### src/rtl/axi_read_arbiter_pkg.sv
// Shared types and constants for the AXI read arbiter slice.
// Latency: n/a (types, constants and an elaboration-time helper only).
// Backpressure: n/a.
package axi_arb_pkg;

    typedef enum logic [1:0] {
        IDLE = 2'd0,
        ADDR = 2'd1,
        DATA = 2'd2
    } arb_state_t;

    localparam logic [1:0] BURST_WRAP = 2'h2;
    localparam logic [2:0] SIZE_8B    = 3'h3;

    // Width of a requester index; never below one bit so N_REQ=1 still elaborates.
    function automatic int idx_width(input int n);
        return (n > 1) ? $clog2(n) : 1;
    endfunction

endpackage

### src/rtl/axi_read_arbiter_if.sv
// Requester-side (s_*) and downstream (m_*) AXI4 read signals for the arbiter.
// Latency: n/a (wiring only).
// Backpressure: valid/ready on AR and R. The slave modport is the arbiter; master is the environment.
interface axi_read_arbiter_if #(
    parameter int N_REQ      = 2,
    parameter int ID_WIDTH   = 13,
    parameter int ADDR_WIDTH = 64,
    parameter int DATA_WIDTH = 64
);
    // Per-requester AR channel, one packed slice per requester
    logic [N_REQ-1:0][ID_WIDTH-1:0]   s_axi_arid;
    logic [N_REQ-1:0][ADDR_WIDTH-1:0] s_axi_araddr;
    logic [N_REQ-1:0][7:0]            s_axi_arlen;
    logic [N_REQ-1:0][2:0]            s_axi_arsize;
    logic [N_REQ-1:0][1:0]            s_axi_arburst;
    logic [N_REQ-1:0]                 s_axi_arlock;
    logic [N_REQ-1:0][3:0]            s_axi_arcache;
    logic [N_REQ-1:0][2:0]            s_axi_arprot;
    logic [N_REQ-1:0]                 s_axi_arvalid;
    logic [N_REQ-1:0]                 s_axi_arready;

    // Broadcast R payload, per-requester handshake
    logic [ID_WIDTH-1:0]              s_axi_rid;
    logic [DATA_WIDTH-1:0]            s_axi_rdata;
    logic [1:0]                       s_axi_rresp;
    logic                             s_axi_rlast;
    logic [N_REQ-1:0]                 s_axi_rvalid;
    logic [N_REQ-1:0]                 s_axi_rready;

    // Downstream AR channel
    logic [ID_WIDTH-1:0]              m_axi_arid;
    logic [ADDR_WIDTH-1:0]            m_axi_araddr;
    logic [7:0]                       m_axi_arlen;
    logic [2:0]                       m_axi_arsize;
    logic [1:0]                       m_axi_arburst;
    logic                             m_axi_arlock;
    logic [3:0]                       m_axi_arcache;
    logic [2:0]                       m_axi_arprot;
    logic                             m_axi_arvalid;
    logic                             m_axi_arready;

    // Downstream R channel
    logic [ID_WIDTH-1:0]              m_axi_rid;
    logic [DATA_WIDTH-1:0]            m_axi_rdata;
    logic [1:0]                       m_axi_rresp;
    logic                             m_axi_rlast;
    logic                             m_axi_rvalid;
    logic                             m_axi_rready;

    modport slave (
        input  s_axi_arid, s_axi_araddr, s_axi_arlen, s_axi_arsize, s_axi_arburst,
               s_axi_arlock, s_axi_arcache, s_axi_arprot, s_axi_arvalid, s_axi_rready,
               m_axi_arready, m_axi_rid, m_axi_rdata, m_axi_rresp, m_axi_rlast, m_axi_rvalid,
        output s_axi_arready, s_axi_rid, s_axi_rdata, s_axi_rresp, s_axi_rlast, s_axi_rvalid,
               m_axi_arid, m_axi_araddr, m_axi_arlen, m_axi_arsize, m_axi_arburst,
               m_axi_arlock, m_axi_arcache, m_axi_arprot, m_axi_arvalid, m_axi_rready
    );

    modport master (
        output s_axi_arid, s_axi_araddr, s_axi_arlen, s_axi_arsize, s_axi_arburst,
               s_axi_arlock, s_axi_arcache, s_axi_arprot, s_axi_arvalid, s_axi_rready,
               m_axi_arready, m_axi_rid, m_axi_rdata, m_axi_rresp, m_axi_rlast, m_axi_rvalid,
        input  s_axi_arready, s_axi_rid, s_axi_rdata, s_axi_rresp, s_axi_rlast, s_axi_rvalid,
               m_axi_arid, m_axi_araddr, m_axi_arlen, m_axi_arsize, m_axi_arburst,
               m_axi_arlock, m_axi_arcache, m_axi_arprot, m_axi_arvalid, m_axi_rready
    );

endinterface

### src/rtl/axi_read_arbiter_arb_pick.sv
// Combinational requester selector; ARB_ROUND_ROBIN_EN selects round-robin, otherwise fixed priority.
// Latency: 0 cycles (pure combinational).
// Backpressure: none; the caller samples idx/found only when it is ready to grant.
module arb_pick
    import axi_arb_pkg::*;
#(
    parameter int N_REQ = 2,
    parameter int IDX_W = idx_width(N_REQ)
) (
    input  logic [N_REQ-1:0] req,
    input  logic [IDX_W-1:0] last,
    output logic [IDX_W-1:0] idx,
    output logic             found
);

`ifdef ARB_ROUND_ROBIN_EN
    logic [IDX_W-1:0] cand;

    // Search starts just after the previous winner and wraps; first active request wins
    always_comb begin
        idx   = '0;
        found = 1'b0;
        cand  = '0;
        for (int i = 1; i <= N_REQ; i++) begin
            cand = IDX_W'((int'(last) + i) % N_REQ);
            if (!found && req[cand]) begin
                found = 1'b1;
                idx   = cand;
            end
        end
    end
`else
    // History is irrelevant in fixed-priority mode
    logic unused_last;
    assign unused_last = ^last;

    // Lowest active index wins
    always_comb begin
        idx   = '0;
        found = 1'b0;
        for (int i = 0; i < N_REQ; i++) begin
            if (!found && req[i]) begin
                found = 1'b1;
                idx   = IDX_W'(i);
            end
        end
    end
`endif

endmodule

### src/rtl/axi_read_arbiter.sv
// Shares one AXI4 read port among N_REQ requesters, one outstanding burst; ARB_ROUND_ROBIN_EN picks round-robin.
// Latency: 1 cycle IDLE->ADDR arbitration, then AR and R pass through combinationally.
// Backpressure: AR ready and R ready pass straight through to/from the granted requester only.
module axi_read_arbiter
    import axi_arb_pkg::*;
#(
    parameter int N_REQ      = 2,
    parameter int ID_WIDTH   = 13,
    parameter int ADDR_WIDTH = 64,
    parameter int DATA_WIDTH = 64
) (
    input  logic               clk,
    input  logic               reset,
    axi_read_arbiter_if.slave  bus,
    output logic               busy
);

    localparam int IDX_W = idx_width(N_REQ);
    typedef logic [IDX_W-1:0] idx_t;

    typedef struct packed {
        logic [ID_WIDTH-1:0]   id;
        logic [ADDR_WIDTH-1:0] addr;
        logic [7:0]            len;
        logic [2:0]            size;
        logic [1:0]            burst;
        logic                  lock;
        logic [3:0]            cache;
        logic [2:0]            prot;
    } ar_t;

    typedef struct packed {
        logic [ID_WIDTH-1:0]   id;
        logic [DATA_WIDTH-1:0] data;
        logic [1:0]            resp;
        logic                  last;
    } r_t;

    arb_state_t       state, state_nxt;
    idx_t             grant, grant_nxt;
    idx_t             last_grant, last_nxt;
    logic [7:0]       beat_cnt, beat_nxt;

    idx_t             pick_idx;
    logic             pick_found;
    logic             grant_arvld;
    logic             r_hs;
    logic [N_REQ-1:0] ar_rdy_vec;
    logic [N_REQ-1:0] r_vld_vec;
    ar_t              ar_sel;
    r_t               r_pass;

    arb_pick #(
        .N_REQ (N_REQ),
        .IDX_W (IDX_W)
    ) u_pick (
        .req   (bus.s_axi_arvalid),
        .last  (last_grant),
        .idx   (pick_idx),
        .found (pick_found)
    );

    assign grant_arvld = bus.s_axi_arvalid[grant];
    assign r_hs        = bus.m_axi_rvalid && bus.s_axi_rready[grant];

    // State, grant, arbitration history and beat counter registers
    always_ff @(posedge clk) begin
        if (reset) begin
            state      <= IDLE;
            grant      <= '0;
            last_grant <= idx_t'(N_REQ - 1);
            beat_cnt   <= 8'd0;
        end else begin
            state      <= state_nxt;
            grant      <= grant_nxt;
            last_grant <= last_nxt;
            beat_cnt   <= beat_nxt;
        end
    end

    // Next-state: grant in IDLE, wait for AR acceptance in ADDR, count beats to rlast in DATA
    always_comb begin
        state_nxt = state;
        grant_nxt = grant;
        last_nxt  = last_grant;
        beat_nxt  = beat_cnt;
        case (state)
            IDLE: begin
                if (pick_found) begin
                    grant_nxt = pick_idx;
                    state_nxt = ADDR;
                end
            end
            ADDR: begin
                // A withdrawn request abandons the grant without any transfer
                if (!grant_arvld) begin
                    state_nxt = IDLE;
                end else if (bus.m_axi_arready) begin
                    state_nxt = DATA;
                end
            end
            DATA: begin
                if (r_hs) begin
                    beat_nxt = beat_cnt + 8'd1;
                    if (bus.m_axi_rlast) begin
                        state_nxt = IDLE;
                        last_nxt  = grant;
                    end
                end
            end
            default: state_nxt = IDLE;
        endcase
    end

    // Per-requester handshake steering: only the granted slice ever sees ready/valid
    always_comb begin
        ar_rdy_vec = '0;
        r_vld_vec  = '0;
        if (state == ADDR) ar_rdy_vec[grant] = bus.m_axi_arready;
        if (state == DATA) r_vld_vec[grant]  = bus.m_axi_rvalid;
    end

    // AR fields always follow the granted slice; R payload is broadcast unchanged
    always_comb begin
        ar_sel.id    = bus.s_axi_arid[grant];
        ar_sel.addr  = bus.s_axi_araddr[grant];
        ar_sel.len   = bus.s_axi_arlen[grant];
        ar_sel.size  = bus.s_axi_arsize[grant];
        ar_sel.burst = bus.s_axi_arburst[grant];
        ar_sel.lock  = bus.s_axi_arlock[grant];
        ar_sel.cache = bus.s_axi_arcache[grant];
        ar_sel.prot  = bus.s_axi_arprot[grant];
        r_pass.id    = bus.m_axi_rid;
        r_pass.data  = bus.m_axi_rdata;
        r_pass.resp  = bus.m_axi_rresp;
        r_pass.last  = bus.m_axi_rlast;
    end

    assign bus.m_axi_arid    = ar_sel.id;
    assign bus.m_axi_araddr  = ar_sel.addr;
    assign bus.m_axi_arlen   = ar_sel.len;
    assign bus.m_axi_arsize  = ar_sel.size;
    assign bus.m_axi_arburst = ar_sel.burst;
    assign bus.m_axi_arlock  = ar_sel.lock;
    assign bus.m_axi_arcache = ar_sel.cache;
    assign bus.m_axi_arprot  = ar_sel.prot;
    assign bus.m_axi_arvalid = (state == ADDR) && grant_arvld;
    assign bus.s_axi_arready = ar_rdy_vec;

    assign bus.s_axi_rid     = r_pass.id;
    assign bus.s_axi_rdata   = r_pass.data;
    assign bus.s_axi_rresp   = r_pass.resp;
    assign bus.s_axi_rlast   = r_pass.last;
    assign bus.s_axi_rvalid  = r_vld_vec;
    assign bus.m_axi_rready  = (state == DATA) && bus.s_axi_rready[grant];

    assign busy = (state != IDLE);

endmodule

### src/flat_wrapper.sv
// flat-port wrapper written by rule: the top's interface ports become plain ports
module axi_read_arbiter_flat import axi_arb_pkg::*;
#(
    parameter int N_REQ      = 2,
    parameter int ID_WIDTH   = 13,
    parameter int ADDR_WIDTH = 64,
    parameter int DATA_WIDTH = 64
)
  (clk, reset, busy, bus_s_axi_arid, bus_s_axi_araddr, bus_s_axi_arlen, bus_s_axi_arsize, bus_s_axi_arburst, bus_s_axi_arlock, bus_s_axi_arcache, bus_s_axi_arprot, bus_s_axi_arvalid, bus_s_axi_rready, bus_m_axi_arready, bus_m_axi_rid, bus_m_axi_rdata, bus_m_axi_rresp, bus_m_axi_rlast, bus_m_axi_rvalid, bus_s_axi_arready, bus_s_axi_rid, bus_s_axi_rdata, bus_s_axi_rresp, bus_s_axi_rlast, bus_s_axi_rvalid, bus_m_axi_arid, bus_m_axi_araddr, bus_m_axi_arlen, bus_m_axi_arsize, bus_m_axi_arburst, bus_m_axi_arlock, bus_m_axi_arcache, bus_m_axi_arprot, bus_m_axi_arvalid, bus_m_axi_rready);
  axi_read_arbiter_if #(.N_REQ(N_REQ), .ID_WIDTH(ID_WIDTH), .ADDR_WIDTH(ADDR_WIDTH), .DATA_WIDTH(DATA_WIDTH)) bus_i ();
  input  logic clk;
  input  logic reset;
  output logic busy;
  input wire logic [$bits(bus_i.s_axi_arid)-1:0] bus_s_axi_arid;
  input wire logic [$bits(bus_i.s_axi_araddr)-1:0] bus_s_axi_araddr;
  input wire logic [$bits(bus_i.s_axi_arlen)-1:0] bus_s_axi_arlen;
  input wire logic [$bits(bus_i.s_axi_arsize)-1:0] bus_s_axi_arsize;
  input wire logic [$bits(bus_i.s_axi_arburst)-1:0] bus_s_axi_arburst;
  input wire logic [$bits(bus_i.s_axi_arlock)-1:0] bus_s_axi_arlock;
  input wire logic [$bits(bus_i.s_axi_arcache)-1:0] bus_s_axi_arcache;
  input wire logic [$bits(bus_i.s_axi_arprot)-1:0] bus_s_axi_arprot;
  input wire logic [$bits(bus_i.s_axi_arvalid)-1:0] bus_s_axi_arvalid;
  input wire logic [$bits(bus_i.s_axi_rready)-1:0] bus_s_axi_rready;
  input wire logic [$bits(bus_i.m_axi_arready)-1:0] bus_m_axi_arready;
  input wire logic [$bits(bus_i.m_axi_rid)-1:0] bus_m_axi_rid;
  input wire logic [$bits(bus_i.m_axi_rdata)-1:0] bus_m_axi_rdata;
  input wire logic [$bits(bus_i.m_axi_rresp)-1:0] bus_m_axi_rresp;
  input wire logic [$bits(bus_i.m_axi_rlast)-1:0] bus_m_axi_rlast;
  input wire logic [$bits(bus_i.m_axi_rvalid)-1:0] bus_m_axi_rvalid;
  output wire logic [$bits(bus_i.s_axi_arready)-1:0] bus_s_axi_arready;
  output wire logic [$bits(bus_i.s_axi_rid)-1:0] bus_s_axi_rid;
  output wire logic [$bits(bus_i.s_axi_rdata)-1:0] bus_s_axi_rdata;
  output wire logic [$bits(bus_i.s_axi_rresp)-1:0] bus_s_axi_rresp;
  output wire logic [$bits(bus_i.s_axi_rlast)-1:0] bus_s_axi_rlast;
  output wire logic [$bits(bus_i.s_axi_rvalid)-1:0] bus_s_axi_rvalid;
  output wire logic [$bits(bus_i.m_axi_arid)-1:0] bus_m_axi_arid;
  output wire logic [$bits(bus_i.m_axi_araddr)-1:0] bus_m_axi_araddr;
  output wire logic [$bits(bus_i.m_axi_arlen)-1:0] bus_m_axi_arlen;
  output wire logic [$bits(bus_i.m_axi_arsize)-1:0] bus_m_axi_arsize;
  output wire logic [$bits(bus_i.m_axi_arburst)-1:0] bus_m_axi_arburst;
  output wire logic [$bits(bus_i.m_axi_arlock)-1:0] bus_m_axi_arlock;
  output wire logic [$bits(bus_i.m_axi_arcache)-1:0] bus_m_axi_arcache;
  output wire logic [$bits(bus_i.m_axi_arprot)-1:0] bus_m_axi_arprot;
  output wire logic [$bits(bus_i.m_axi_arvalid)-1:0] bus_m_axi_arvalid;
  output wire logic [$bits(bus_i.m_axi_rready)-1:0] bus_m_axi_rready;
  assign bus_i.s_axi_arid = bus_s_axi_arid;
  assign bus_i.s_axi_araddr = bus_s_axi_araddr;
  assign bus_i.s_axi_arlen = bus_s_axi_arlen;
  assign bus_i.s_axi_arsize = bus_s_axi_arsize;
  assign bus_i.s_axi_arburst = bus_s_axi_arburst;
  assign bus_i.s_axi_arlock = bus_s_axi_arlock;
  assign bus_i.s_axi_arcache = bus_s_axi_arcache;
  assign bus_i.s_axi_arprot = bus_s_axi_arprot;
  assign bus_i.s_axi_arvalid = bus_s_axi_arvalid;
  assign bus_i.s_axi_rready = bus_s_axi_rready;
  assign bus_i.m_axi_arready = bus_m_axi_arready;
  assign bus_i.m_axi_rid = bus_m_axi_rid;
  assign bus_i.m_axi_rdata = bus_m_axi_rdata;
  assign bus_i.m_axi_rresp = bus_m_axi_rresp;
  assign bus_i.m_axi_rlast = bus_m_axi_rlast;
  assign bus_i.m_axi_rvalid = bus_m_axi_rvalid;
  assign bus_s_axi_arready = bus_i.s_axi_arready;
  assign bus_s_axi_rid = bus_i.s_axi_rid;
  assign bus_s_axi_rdata = bus_i.s_axi_rdata;
  assign bus_s_axi_rresp = bus_i.s_axi_rresp;
  assign bus_s_axi_rlast = bus_i.s_axi_rlast;
  assign bus_s_axi_rvalid = bus_i.s_axi_rvalid;
  assign bus_m_axi_arid = bus_i.m_axi_arid;
  assign bus_m_axi_araddr = bus_i.m_axi_araddr;
  assign bus_m_axi_arlen = bus_i.m_axi_arlen;
  assign bus_m_axi_arsize = bus_i.m_axi_arsize;
  assign bus_m_axi_arburst = bus_i.m_axi_arburst;
  assign bus_m_axi_arlock = bus_i.m_axi_arlock;
  assign bus_m_axi_arcache = bus_i.m_axi_arcache;
  assign bus_m_axi_arprot = bus_i.m_axi_arprot;
  assign bus_m_axi_arvalid = bus_i.m_axi_arvalid;
  assign bus_m_axi_rready = bus_i.m_axi_rready;
  axi_read_arbiter #(.N_REQ(N_REQ), .ID_WIDTH(ID_WIDTH), .ADDR_WIDTH(ADDR_WIDTH), .DATA_WIDTH(DATA_WIDTH)) u_core (.clk(clk), .reset(reset), .bus(bus_i), .busy(busy));
endmodule
### config.mk
export PLATFORM = sky130hd
export DESIGN_NAME = axi_read_arbiter_flat
export DESIGN_NICKNAME = d
export VERILOG_FILES = /design/src/rtl/axi_read_arbiter_pkg.sv /design/src/rtl/axi_read_arbiter_if.sv /design/src/rtl/axi_read_arbiter_arb_pick.sv /design/src/rtl/axi_read_arbiter.sv /design/src/flat_wrapper.sv
export SDC_FILE = /design/constraint.sdc
export NUM_CORES = 1
export LEC_CHECK = 0
export ABC_AREA = 1
export BUFFER_PORTS_ARGS = -buffer_cell sky130_fd_sc_hd__buf_2
export CORE_AREA = 2 2 180 182
export CTS_CLUSTER_SIZE = 40
export DETAILED_ROUTE_END_ITERATION = 8
export DIE_AREA = 0 0 182 184
export PLACE_DENSITY_LB_ADDON = 0.2
export RECOVER_POWER = 50
export SYNTH_ARGS = -nofsm -noshare
export SYNTH_HDL_FRONTEND = slang
export SYNTH_SLANG_ARGS = --single-unit
### constraint.sdc
create_clock -name clk -period 1.7 [get_ports clk]
set_input_delay 0 -clock clk [delete_from_list [all_inputs] [get_ports clk]]
set_output_delay 0 -clock clk [all_outputs]
set_load 0.02 [all_outputs]
==> results of run 1 <==
-- what timing repair did --
item                      4_1_cts  5_1_grt
hold buffers                    1        0
buffers inserted                0        0
hold endpoints to repair        2        0
-- stage by stage --
stage	hold WS [ns]	power [µW]	util, %	area [µm²]
global placement	0.000137	1580	11.1	3480
finish	0.00000777	1900	11.3	3560
floorplan	0.0691	1200	-	2080
CTS	0.000137	1940	11.4	3570
global route	0.0000292	2060	11.3	3560
detailed placement	0.000137	1560	11.1	3480
-- per-layer routing --
layer / vias to the layer above / track usage (%) / share of wire (%)
met4: 0 / 4.52 / 7.3
met5: - / 0 / 0
met1: 1315 / 5.82 / 34
met2: 195 / 11.6 / 49
met3: 62 / 1.25 / 9.3
li1: 1652 / - / -
-- state kept, by name (all words and copies together), names as in the netlist --
register      count
u_core.state      2
u_core.grant      1
-- worst reg2reg max path, cell delays in order (launching register included) --
cell and delay (ns):
dfxtp_4 0.47, clkinv_2 0.14, buf_12 0.19, nand2_1 0.10, nand2_1 0.05, nand2_1 0.07, inv_1 0.05, nand2_1 0.08
nand2_1 0.05, nor2_1 0.09
-- power by group through the flow --
stage / registers [µW] / clock network, µW / logic, µW
CTS: 99.4 / 374 / 1460
detailed placement: 100 / 0 / 1460
floorplan: 86.0 / 0 / 1110
finish: 98.5 / 370 / 1430
global route: 101 / 379 / 1580
global placement: 99.4 / 0 / 1480
-- Yosys cell counts --
library cell | n | area (µm²)
a211oi_1 | 1 | 7.51
inv_2 | 1 | 3.75
buf_2 | 11 | 55.1
nor3_1 | 2 | 10.0
nor3_2 | 2 | 20.0
o21ai_0 | 1 | 5.00
a21oi_1 | 3 | 15.0
nor2_1 | 5 | 18.8
buf_4 | 89 | 668
clkbuf_1 | 1 | 3.75
dfxtp_1 | 3 | 60.1
inv_1 | 11 | 41.3
nand2_1 | 310 | 1160
buf_6 | 1 | 11.3
-- worst max-delay path by stage --
stage / to / from / slack, ns
global route: bus_m_axi_arvalid / u_core.grant$_SDFFE_PP0P_ / 0.14
floorplan: bus_s_axi_arready[0] / u_core.grant$_SDFFE_PP0P_ / 0.66
CTS: bus_m_axi_arvalid / u_core.grant$_SDFFE_PP0P_ / 0.21
global placement: u_core.state[1]$_SDFFE_PP0P_ / u_core.grant$_SDFFE_PP0P_ / 0.33
finish: bus_m_axi_araddr[13] / u_core.grant$_SDFFE_PP0P_ / 0.25
detailed placement: u_core.state[1]$_SDFFE_PP0P_ / u_core.grant$_SDFFE_PP0P_ / 0.32
-- final cells by class --
class / instances / area [µm²]
tap: 402 / 503
clock buffer: 4 / 78.8
timing repair buffer: 315 / 1630
sequential: 3 / 63.8
inverter: 12 / 46.3
multi-input combinational: 324 / 1240
fill: 3760 / 27800
-- cells by family (layout without fill, tap and decap cells) --
family / Yosys count / in the layout / synth area share (%)
AOI/OAI and AO/OA: 5 / 5 / 1.32
buffers and inverters: 114 / 331 / 37.6
DFF: 3 / 3 / 2.88
and+or+nand+nor: 319 / 319 / 58.2
==> results_dict.tcl, run 1 <==
set metrics [dict create \
    root_buffer "clkbuf_16" \
    p_sw_uw 987 \
    ys_warn_count 0 \
    clock_latency_ns 0.22 \
    final_common_cell "nand2_1" \
    rsz0062_at_grt "false" \
    grt_pass1_vias 3091 \
    post-route-min-period_ns 1.45 \
    synth.ff_latch_count 3 \
    p_leak_uw 0.00227 \
    routed_wl_um 11600 \
    clkSinkCount 3 \
    cts-htree-levels 1 \
    cts_tree "yes" \
    synth_sequential_area_ratio_pct 2.88 \
    place_inst 1055 \
    syn_inst 441 \
    final.period_utilization_pct 85.4 \
    die_area_um2 33500 \
    fmax_mhz 689 \
    critPathArrivalTime_ns 1.45 \
    cp.depth 5 \
    post_layout_nonfiller_instances 1060 \
    drive_above_1_share_pct 47.1 \
    core-area_um2 31400 \
    p_int_uw 911 \
    relSlewSlack_pct 80.6 \
    die_x_um 182 \
    crit_required_ns 1.70 \
    drv_cap 0 \
    grt.total_usage_pct 6.11 \
    diodes 0 \
    io_pins 469 \
    grt_max_degree 55 \
    rr_worst_depth 9 \
    clkTransAtPathRegs_ns 0.03 \
    grt_pass1_wl_um 16100 \
    critPathMaxFanout 54 \
    post-dp-hpwl_um 10000 \
    cp_top_family "buffers and inverters" \
    portBuffers 310 \
    critical_path.most_common_cell "nand2_1" \
    worstMarginPinSlew_ns 0.291 \
    final.setup.worst_slack_ns 0.248 \
    place_congestion 0.705 \
    min_from "bus_m_axi_rdata[11]" \
    status "finished clean" \
    final_nets 943 \
    hold_viol 0 \
    r2r-end "u_core.state[1]$_SDFFE_PP0P_" \
    drt-initial-drc-count 83 \
    syn_area_um2 2080 \
    via_count 3224 \
    pwr-share-seq_pct 5.2 \
    syn_area_per_cell_um2 4.72 \
    post-place-ws_ns 0.316 \
    ir_drop_mv 0.254 \
    ff2ff_setup_slack_ns 0.34 \
    hold_depth 0 \
    r2r_start "u_core.grant$_SDFFE_PP0P_" \
    slowest_delay_ns 0.47 \
    syn_nets 725 \
    start_util_pct 6.64 \
    cts_buffer_depth 2 \
    critPathKind "reg -> out" \
    ys_types 14 \
    cp-start-kind "flip-flop" \
    clockPowerShare_pct 19.5 \
    setup_violations 0 \
    grt_overflow 0 \
    p_comb_share_pct 75.3 \
    num_rows 65 \
    antenna_found_initial 0 \
    hp-class "in -> out" \
    chipHeight_um 184 \
    drt_first_pass_iters 4 \
    wl_per_cell_um 10.9 \
    ant_nets 0 \
    viasPerCell 3.04 \
    fin_setup_tns_ns 0 \
    drc 0 \
    final_cell_mix "310 x nand2_1, 299 x buf_2, 12 x clkbuf_1, 11 x inv_1, 5 x nor2_1" \
    p_sw_share_pct 52.0 \
    clock_skew_ns 0.000273 \
    hold-path-endpoint "bus_s_axi_rdata[11]" \
    crit_path_top_delay_cell "dfxtp_4" \
    cp.buffers_inverters 3 \
    cts_resized 0 \
    powerDensity_nw_per_um2 533 \
    slew_violations 0 \
    cts_made_buffers 3 \
    crit_chain "clkinv_2 -> buf_12 -> nand2_1 -> nand2_1 -> buf_2" \
    area_delta_synth_final_pct 70.9 \
    cp-end-kind "output pin" \
]
Note: power is estimated with default switching activity, not from simulation.
==> run 2, diff against run 1 <==
--- a/config.mk
+++ b/config.mk
@@ -11,8 +11,9 @@
 export CTS_CLUSTER_SIZE = 40
 export DETAILED_ROUTE_END_ITERATION = 8
 export DIE_AREA = 0 0 182 184
-export PLACE_DENSITY_LB_ADDON = 0.2
+export PLACE_DENSITY_LB_ADDON = 0.12
 export RECOVER_POWER = 50
+export SLEW_MARGIN = 20
 export SYNTH_ARGS = -nofsm -noshare
 export SYNTH_HDL_FRONTEND = slang
 export SYNTH_SLANG_ARGS = --single-unit
==> constraint.sdc (replaced) <==
create_clock -name clk -period 1.85 [get_ports clk]
set_input_delay 0 -clock clk [delete_from_list [all_inputs] [get_ports clk]]
set_output_delay 0 -clock clk [all_outputs]
set_load 0.02 [all_outputs]
==> run 2 against run 1 <==
  * Via count decreased by 0.22%
  * Highest routed layer is now met5
  * Die area is the same
  * Largest power group unchanged
  * Hold slack barely moved
  * Count of clock-buffer cells in the layout did not move
  * Critical path type unchanged
  * Register-to-register slack improved by 0.22 ns
  * Critical endpoint is now bus_m_axi_araddr[55]
==> results_dict.tcl, run 2 (synthesis gave the netlist of run 1 again) <==
set metrics [dict create \
    status "finished clean" \
    final_nets 942 \
    fin_setup_tns_ns 0 \
    r2r_start "u_core.grant$_SDFFE_PP0P_" \
    post_layout_nonfiller_instances 1059 \
    portBuffers 310 \
    place_inst 1055 \
    r2r-end "u_core.state[1]$_SDFFE_PP0P_" \
    core-area_um2 31400 \
    clock_skew_ns 0.00229 \
    drc 0 \
    hp-class "in -> out" \
    ctsHoldBuffers 0 \
    drive_above_1_share_pct 47.3 \
    hold_viol 0 \
    die_x_um 182 \
    post-dp-hpwl_um 10800 \
    drt_first_pass_iters 4 \
    regMostFlops "u_core.state" \
    grt_pass1_wl_um 17400 \
    grt.total_usage_pct 6.74 \
    critPathKind "reg -> out" \
    cts_buffer_depth 2 \
    grt_pass1_vias 3112 \
    viasPerCell 3.04 \
    io_pins 469 \
    powerDensity_nw_per_um2 493 \
    place_congestion 0.678 \
    crit_start "u_core.grant$_SDFFE_PP0P_" \
    hold-path-endpoint "bus_s_axi_rdata[23]" \
    crit_required_ns 1.85 \
    p_leak_uw 0.00227 \
    final_common_cell "nand2_1" \
    final.period_utilization_pct 83.0 \
    post-route-min-period_ns 1.54 \
    cts_tree "yes" \
    cp-start-kind "flip-flop" \
    die_area_um2 33500 \
    fmax_mhz 651 \
    drt-initial-drc-count 64 \
    largest_register_ffs 2 \
    post_dp_cell_area_um2 3480 \
    diodes 0 \
    hold_depth 0 \
    relSlewSlack_pct 80.6 \
    root_buffer "clkbuf_16" \
    rr_worst_depth 8 \
    start_util_pct 6.64 \
    postCtsSetupBuffers 0 \
    final_cell_mix "310 x nand2_1, 301 x buf_2, 11 x inv_1, 10 x clkbuf_1, 5 x nor2_1" \
    critPathArrivalTime_ns 1.54 \
    rsz0062_at_grt "false" \
    worstMarginPinSlew_ns 0.290 \
    drv_cap 0 \
    cts-htree-levels 1 \
    slew_violations 0 \
    routed_wl_um 12700 \
    clkTransAtPathRegs_ns 0.03 \
    final_cell_area_um2 3550 \
    clock_latency_ns 0.22 \
    chipHeight_um 184 \
    clkSinkCount 3 \
    ant_nets 0 \
    antenna_found_initial 2 \
    via_count 3217 \
    cts_resized 0 \
    grt_max_degree 53 \
    reg_top3 "u_core.state (2), u_core.grant (1)" \
    min_from "bus_m_axi_rdata[23]" \
    cts_made_buffers 3 \
    setup_violations 0 \
    wl_per_cell_um 12.0 \
    ir_drop_mv 0.221 \
    critPathMaxFanout 44 \
    ff2ff_setup_slack_ns 0.56 \
    num_rows 65 \
    grt_overflow 0 \
    area_delta_synth_final_pct 70.3 \
    cp-end-kind "output pin" \
]
[run 2: cell types whose count changed in the layout (fill, tap and decap cells not counted)]
cell,previous run,this run
buf_2,299,301
clkbuf_1,12,10
dlygate4sd3_1,1,0
dfxtp_4,1,0
dfxtp_1,2,3
[run 2: final cells by class]
cell class,count,area (µm²)
Sequential cell,3,60.1
Inverter,12,46.3
Multi-Input combinational cell,324,1240
Tap cell,402,503
Timing Repair Buffer,314,1620
Clock buffer,4,78.8
Fill cell,3778,27800
[run 2: metrics by stage]
step | setup WS [ns] | utilization, % | hold slack [ns] | total power (µW)
floorplan | 0.806 | - | 0.0691 | 1100
global placement | 0.614 | 11.1 | 0.000137 | 1470
finish | 0.314 | 11.3 | 0.00000779 | 1750
CTS | 0.429 | 11.4 | 0.000137 | 1800
global route | 0.213 | 11.3 | 0.0000308 | 1910
detailed placement | 0.639 | 11.1 | 0.000137 | 1450
[run 2: how the worst max path moves through the flow]
stage	end	slack [ns]	depth (start not counted)
2_1_floorplan	bus_s_axi_arready[0]	0.81	2
4_1_cts	bus_m_axi_araddr[55]	0.43	5
6_report	bus_m_axi_araddr[55]	0.31	5
5_1_grt	bus_m_axi_arid[5]	0.21	5
3_5_place_dp	u_core.state[1]$_SDFFE_PP0P_	0.64	8
3_3_place_gp	u_core.state[1]$_SDFFE_PP0P_	0.61	8
[run 2: per-layer routing]
metal	up-vias	track usage, %	share of wire, %
met2	195	13.1	52
met5	-	0	0.20
met3	62	1.78	9.2
li1	1653	-	-
met1	1303	6.32	33
met4	4	3.90	5.4
[run 2: critical path, stage by stage, from the launching register on]
cell	delay (ns)
dfxtp_1	0.44
clkinv_2	0.26
buf_12	0.24
nand2_1	0.12
nand2_1	0.06
buf_2	0.15
[run 2: where the power goes]
group	leakage [µW]	internal [µW]	switching [µW]	total, µW
logic	0.00220	481	849	1330
clock network	0.0000382	284	54.9	339
registers	0.0000248	72.9	7.97	80.9
total	0.00227	838	912	1750
